$ cat src/rtl/fetch_sequencer.sv
// Instruction-fetch sequencer: owns the PC, issues one memory request at a time and buffers one instruction for decode.
// Optional misaligned-redirect trap is enabled with the FETCH_MISALIGN_TRAP_EN macro.
module fetch_sequencer #(
  parameter logic [31:0] RESET_VECTOR = 32'h0000_0000,
  parameter logic [31:0] PC_STEP      = 32'd4
) (
  input  logic        clk,
  input  logic        rst,
  input  logic        redirect_valid,
  input  logic [31:0] redirect_pc,
  output logic        imem_req,
  output logic [31:0] imem_addr,
  input  logic        imem_ready,
  input  logic        imem_rvalid,
  input  logic [31:0] imem_rdata,
  output logic        inst_valid,
  output logic [31:0] inst_out,
  output logic [31:0] inst_pc,
  input  logic        inst_ready,
`ifdef FETCH_MISALIGN_TRAP_EN
  output logic        fetch_misalign,
  output logic [31:0] misalign_pc,
`endif
  output logic        busy
);

  localparam logic [1:0] ST_REQ  = 2'd0;
  localparam logic [1:0] ST_WAIT = 2'd1;
  localparam logic [1:0] ST_HOLD = 2'd2;
`ifdef FETCH_MISALIGN_TRAP_EN
  localparam logic [1:0] ST_TRAP = 2'd3;
`endif

  logic [1:0]  state_reg;
  logic [31:0] pc_reg;
  logic        squash_reg;
  logic        inst_valid_reg;
  logic [31:0] inst_out_reg;
  logic [31:0] inst_pc_reg;
  logic [31:0] redirect_target;

`ifdef FETCH_MISALIGN_TRAP_EN
  logic        fetch_misalign_reg;
  logic [31:0] misalign_pc_reg;
  logic        redirect_misaligned;

  assign redirect_target     = redirect_pc;
  assign redirect_misaligned = |redirect_pc[1:0];
  assign fetch_misalign      = fetch_misalign_reg;
  assign misalign_pc         = misalign_pc_reg;
`else
  logic unused_low_bits;

  // Without the trap, targets are forced to word alignment.
  assign redirect_target = {redirect_pc[31:2], 2'b00};
  assign unused_low_bits = ^redirect_pc[1:0];
`endif

  always_ff @(posedge clk) begin
    if (rst) begin
      state_reg      <= ST_REQ;
      pc_reg         <= RESET_VECTOR;
      squash_reg     <= 1'b0;
      inst_valid_reg <= 1'b0;
      inst_out_reg   <= 32'd0;
      inst_pc_reg    <= 32'd0;
`ifdef FETCH_MISALIGN_TRAP_EN
      fetch_misalign_reg <= 1'b0;
      misalign_pc_reg    <= 32'd0;
`endif
    end else if (redirect_valid) begin
`ifdef FETCH_MISALIGN_TRAP_EN
      if (redirect_misaligned) begin
        fetch_misalign_reg <= 1'b1;
        misalign_pc_reg    <= redirect_pc;
        inst_valid_reg     <= 1'b0;
        state_reg          <= ST_TRAP;
        // Track whether a response is still owed so it is discarded after leaving TRAP.
        if (state_reg == ST_REQ) begin
          squash_reg <= imem_ready;
        end else if (state_reg == ST_WAIT) begin
          squash_reg <= !imem_rvalid;
        end else if (state_reg == ST_TRAP && imem_rvalid) begin
          squash_reg <= 1'b0;
        end
      end else begin
        fetch_misalign_reg <= 1'b0;
`endif
        pc_reg <= redirect_target;
        case (state_reg)
          ST_REQ: begin
            if (imem_ready) begin
              squash_reg <= 1'b1;
              state_reg  <= ST_WAIT;
            end
          end
          ST_WAIT: begin
            if (imem_rvalid) begin
              squash_reg <= 1'b0;
              state_reg  <= ST_REQ;
            end else begin
              squash_reg <= 1'b1;
            end
          end
          ST_HOLD: begin
            inst_valid_reg <= 1'b0;
            state_reg      <= ST_REQ;
          end
          default: begin
            if (squash_reg && !imem_rvalid) begin
              state_reg <= ST_WAIT;
            end else begin
              squash_reg <= 1'b0;
              state_reg  <= ST_REQ;
            end
          end
        endcase
`ifdef FETCH_MISALIGN_TRAP_EN
      end
`endif
    end else begin
      case (state_reg)
        ST_REQ: begin
          if (imem_ready) state_reg <= ST_WAIT;
        end
        ST_WAIT: begin
          if (imem_rvalid) begin
            if (squash_reg) begin
              squash_reg <= 1'b0;
              state_reg  <= ST_REQ;
            end else begin
              inst_out_reg   <= imem_rdata;
              inst_pc_reg    <= pc_reg;
              inst_valid_reg <= 1'b1;
              pc_reg         <= pc_reg + PC_STEP;
              state_reg      <= ST_HOLD;
            end
          end
        end
        ST_HOLD: begin
          if (inst_ready) begin
            inst_valid_reg <= 1'b0;
            state_reg      <= ST_REQ;
          end
        end
        default: begin
          // Parked in TRAP: a late response for a squashed request retires the squash.
          if (imem_rvalid) squash_reg <= 1'b0;
        end
      endcase
    end
  end

  assign imem_req   = (state_reg == ST_REQ);
  assign imem_addr  = pc_reg;
  assign busy       = (state_reg == ST_WAIT);
  assign inst_valid = inst_valid_reg;
  assign inst_out   = inst_out_reg;
  assign inst_pc    = inst_pc_reg;

endmodule

$ cat config.mk
export PLATFORM = sky130hd
export DESIGN_NAME = fetch_sequencer
export DESIGN_NICKNAME = d
export VERILOG_FILES = /design/src/rtl/fetch_sequencer.sv
export SDC_FILE = /design/constraint.sdc
export NUM_CORES = 1
export LEC_CHECK = 0
export ABC_AREA = 1
export CORE_AREA = 2 2 121 123
export DETAILED_ROUTE_END_ITERATION = 8
export DIE_AREA = 0 0 123 125
export DONT_BUFFER_PORTS = 1
export PLACE_DENSITY = 0.53
export SKIP_CTS_REPAIR_TIMING = 1
export SLEW_MARGIN = 10
export SYNTH_ARGS = -nofsm -noshare
export SYNTH_HDL_FRONTEND = slang
export SYNTH_SLANG_ARGS = --single-unit
export TNS_END_PERCENT = 10
$ cat constraint.sdc
create_clock -name clk -period 1.7 [get_ports clk]
set_clock_uncertainty 0.05 [all_clocks]
set_input_delay 0.34 -clock clk [delete_from_list [all_inputs] [get_ports clk]]
set_output_delay 0.34 -clock clk [all_outputs]
set_load 0.05 [all_outputs]
Word-level counts from Yosys, hierarchy flattened
Cells that the tools add are included.
{ "word_totals": {"ff_bits": 100, "out_inout_bits": 99, "elab_cells": 63} }
{ "op_classes": {"add_sub_neg": 1, "eq_ne": 12, "muxes": 26, "n_bitwise": 2, "n_reduce_logical": 15} }
{ "ops": {"columns": ["op", "count"], "rows": [
  ["two-way mux 32 bit", 4],
  ["adder 32 x 3 -> 32 bit, second input constant", 1],
  ["two-way mux 1 bit", 12],
  ["two-way mux 2 bit", 6],
  ["case mux 2 bit (3 select lines)", 2],
  ["AND reduction 5 bit", 2],
  ["!= test 3 bit, second input constant", 3],
  ["AND reduction 3 bit", 3],
  ["!= test 2 bit, second input constant", 3],
  ["nonzero test 2 bit", 3],
  ["!= test 2 x 1 -> 1 bit, second input constant", 2],
  ["!= test 4 bit, second input constant", 1],
  ["AND reduction 4 bit", 1],
  ["nonzero test 4 bit", 1],
  ["OR reduction 2 bit", 2],
  ["!= test 3 x 2 -> 1 bit, second input constant", 1],
  ["case mux 1 bit (3 select lines)", 1],
  ["equality test 2 x 1 -> 1 bit, second input constant", 1],
  ["equality test 2 bit, second input constant", 1],
  ["logical NOT 2 bit", 1],
  ["inverter 1 bit", 2],
  ["case mux 1 bit (2 select lines)", 1],
  ["logical AND 1 bit", 1],
  ["logical NOT 1 bit", 1]
]} }

Logic depth before layout (Yosys ltp)
{ "logic_depth": {"depth_word": 5, "ltp_mapped": 9, "mapped_depth_nobuf": 9} }

Worst setup path before layout
No wires, ideal clock.
{ "synth_path": {"path_kind": "reg-to-reg", "start": "register pc_reg[3], in the netlist imem_addr[3]", "end": "register pc_reg[28], in the netlist imem_addr[28]", "setup_ns": 0.132, "arrival_ns": 1.710, "required_time_ns": 1.518, "slack_ns": -0.192, "path_stages_with_launch": 9, "path_buffers": 0, "synth_period_minus_slack_ns": 1.892, "path_cell_list": "dfxtp_1 ha_1 nand2_1 nor2_2 nand3_4 nor2_2 nand3_1 nand3_2 a21oi_2"} }
{ "synth_via": {"elab_chain_cells": 5} }
{ "synth_lines": {"columns": ["element", "line_no", "source"], "rows": [
  ["start, declared", "35", "logic [31:0] pc_reg;"],
  ["start signal, assigned", "89", "pc_reg <= redirect_target;"],
  ["start signal, assigned", "135", "pc_reg <= pc_reg + PC_STEP;"],
  ["adder 32 x 3 -> 32 bit", "135", null],
  ["two-way mux 32 bit", "128", "if (squash_reg) begin"],
  ["two-way mux 32 bit", "127", "if (imem_rvalid) begin"],
  ["two-way mux 32 bit", "122", "case (state_reg)"],
  ["two-way mux 32 bit", "71", "end else if (redirect_valid) begin"]
]} }
Every way passes these cells. The select of a mux whose other input is x is not followed.
A chain may end at the register's enable or synchronous reset.

Final worst setup path
{ "layout_path": {"start": "register state_reg[1]", "end": "output port busy"} }
{ "layout_via": {"elab_chain_cells": 1} }
{ "layout_lines": {"columns": ["element", "line_no", "source"], "rows": [
  ["start, declared", "34", "logic [1:0] state_reg;"],
  ["start signal, assigned", "61", "state_reg <= ST_REQ;"],
  ["start signal, assigned", "94", "state_reg <= ST_WAIT;"],
  ["start signal, assigned", "100", "state_reg <= ST_REQ;"],
  ["equality test 2 x 1 -> 1 bit", "156", "assign busy = (state_reg == ST_WAIT);"],
  ["end, declared", "24", "output logic busy"]
]} }
Every way passes these cells.

==> run_results.csv <==
group,metric,value,unit
status,status,"completed",
pwr,p_switching,2.001,mW
synth,syn_inst,649,
sta,rsz0062_at_grt,"yes",
floorplanning,rows,44,
detailed_routing,drt-wirelength-per-cell,16.74,µm
floorplanning,ios,169,
final_layout,fin_cells,877,
pwr,peakVddDrop,0.0005928,V
synth,synth_area_leader_cell,"dfxtp_1",
sta,min_period_over_period,0.9615,
setup_path,r2r-start,"state_reg[1]",
global_route,grt_pass1_wl,21130,µm
final_layout,syn_to_final_growth,21.21,%
sta,slew_headroom,0.6240,
placed_design,numPortBuffers,0,
global_route,track_usage,0.1790,
final_layout,num_antenna_cells,0,
synth,synth.area.mux_share,0,
global_route,grt_max_degree,74,
setup_path,startpoint_type,"register",
setup_path,critPathArrivalTime,1.24,ns
floorplanning,die_w,123,µm
final_layout,final_area,5563,µm²
synth,syn-cell-area,4589,µm²
clocking,worstSkewPairLatency,0.35,ns
worst_hold_path,hold_path.class,"input pin to register",
placed_design,post_dp_cell_area,5112,µm²
synth,synth.distinct_cells,38,
detailed_routing,drtAntennaViolNets,0,
floorplanning,die_y,125,µm
clocking,clockBufferDepth,2,
synth,yosysTopAreaCellShare,0.4188,
pwr,p_clk_frac,0.365,
detailed_routing,drt_iter0_drc,216,
final_layout,largest_reg_flops,32,
worst_hold_path,min_from,"rst",
setup_path,cp.required,1.31,ns
pwr,seqPwrFrac,0.461,
sta,setup_viol,0,
pwr,pwr-share-comb,0.173,
sta,finalHoldViolations,0,
detailed_routing,drc,0,
synth,synth-edff-count,0,
global_route,grt-ovfl-total,0,
final_layout,fin_nets,766,
clocking,clk_pin_slew,0.07,ns
sta,drv_slew,0,
detailed_routing,first_pass_iters,5,
placed_design,placed_cells,855,
pwr,p_int,4.056,mW
setup_path,crit_path_end_kind,"primary output",
sta,fin_setup_tns,0,ns
synth,synth_ff_type,"dfxtp_1",
sta,worst_pin_slew,0.5622,ns
synth,synth-adder-area-share,0.01908,
synth,synth-seq-cells,96,
detailed_routing,viasPerCell,4.989,
sta,max_freq,0.6118,GHz
synth,synth-simple-area-share,0.2917,
floorplanning,start_util,0.3231,
sta,whs,0.004317,ns
clocking,h-tree-depth,3,
final_layout,drive_above_1_share,0.1775,
setup_path,r2r_setup_slack,0.09,ns
detailed_routing,vias,4375,
synth,ys_warn_count,0,
global_route,antenna_found_initial,0,
setup_path,reg2regPathDepth,10,
placed_design,dp_hpwl,10220,µm
setup_path,crit_type,"register to primary output",
synth,synth_top_family_by_area,"simple AND/OR/NAND/NOR gates",
sta,min_period,1.635,ns
synth,yosysSeqAreaShare,0.4188,
job,max-cap-violations,0,
synth,synthArstFlopShare,0,
detailed_routing,drt-total-wl,14680,µm
pwr,p_per_area,1089,nW/µm²
floorplanning,die_area,15380,µm²
pwr,cellLeakagePower,2.159,nW
final_layout,finalCoreUtilization,0.3916,
synth,synth-xor-area-share,0.01527,
synth,synthTopCellsByArea,"dfxtp_1 (42%), nor2_1 (9.8%), o21ai_0 (8.6%)",
setup_path,rr_endpoint,"imem_addr[31]",
pwr,power_switching_share,0.3303,
clocking,clock_sink_count,96,
synth,synth.most_common_cell,"nor2_1",
global_route,grt_pass1_vias,3975,
synth,avgSynthCellArea,7.071,µm²
worst_hold_path,hold_path_depth,1,
synth,synth-compound-area-share,0.1718,
placed_design,gp_congestion,0.8460,
clocking,cts_tree,"built",
synth,synthTopCellsByCount,"nor2_1 (120), nand2_1 (105), dfxtp_1 (96)",
setup_path,path_max_fanout,4,
clocking,cts_made_buffers,9,
clocking,clockRootBuffer,"clkbuf_16",
floorplanning,coreArea,14200,µm²
worst_hold_path,holdPathEnd,"imem_addr[12]",
-- per-stage QoR --
| step | power, mW | setup WS (ns) |
|---|---|---|
| floorplan | 3.562 | -0.01059 |
| global placement | 3.809 | 0.04336 |
| detailed placement | 3.829 | 0.01888 |
| CTS | 6.063 | -0.03186 |
| global route | 6.345 | -0.03704 |
| finish | 6.057 | 0.06540 |
-- layer usage --
| metal | vias up | routed length (µm) | track usage | share of wire |
|---|---|---|---|---|
| met2 | 160 | 6981 | 0.2967 | 0.48 |
| li1 | 2187 | - | - | - |
| met5 | - | 0 | 0 | 0 |
| met4 | 0 | 212 | 0.05949 | 0.014 |
| met3 | 19 | 1488 | 0.07254 | 0.10 |
| met1 | 2009 | 5997 | 0.2085 | 0.41 |
-- cells by family after synthesis --
logic type,count (synthesis)
AOI/OAI and AO/OA,147
xor gates and xnor gates,8
adders and majority gates,7
buffers and inverters,90
DFF,96
other,1
and+or+nand+nor,300
-- area by class of cell --
| cell class | count | area [µm²] |
|---|---|---|
| fillers | 1466 | 8641 |
| repair buffers | 62 | 534.3 |
| well taps | 184 | 230.2 |
| clock inverters | 5 | 81.33 |
| clock buffers | 10 | 239.0 |
| flip-flops and latches | 96 | 1929 |
| multi-input cells | 466 | 2341 |
| inverters | 54 | 207.7 |
-- power groups by stage --
| stage | Clock [mW] | Sequential, mW | Combinational, mW |
|---|---|---|---|
| 2_1_floorplan | 0 | 3.04 | 0.526 |
| 3_3_place_gp | 0 | 2.84 | 0.970 |
| 3_5_place_dp | 0 | 2.84 | 0.984 |
| 4_1_cts | 2.28 | 2.79 | 0.988 |
| 5_1_grt | 2.38 | 2.82 | 1.15 |
| 6_report | 2.21 | 2.79 | 1.05 |
-- worst max-delay path, cell delays in order (launching register included) --
cell	delay, ns
dfxtp_2	0.34
inv_2	0.11
ha_2	0.22
buf_4	0.22
-- placed cells by master (no fill, tap or decap), types with 7 or more instances in the layout --
cell type  instances
nand2_1          105
buf_4             53
inv_2              7
nand3_1           35
a31oi_1            9
inv_1             45
nor2_1           119
o21ai_0           79
a21oi_1           43
dfxtp_1           90
nor2_4            10
clkbuf_16         10
-- worst max-delay path by stage --
stage | from | endpoint | slack (ns) | cells past startpoint
detailed placement | state_reg[1] | imem_addr[28] | 0.02 | 9
CTS | state_reg[0] | imem_req | -0.03 | 3
finish | state_reg[1] | busy | 0.07 | 3
global placement | state_reg[1] | imem_addr[24] | 0.04 | 9
floorplan | imem_addr[4] | imem_addr[28] | -0.01 | 7
global route | imem_addr[3] | imem_addr[26] | -0.04 | 9
No activity file was read; power rests on OpenSTA's default activity.
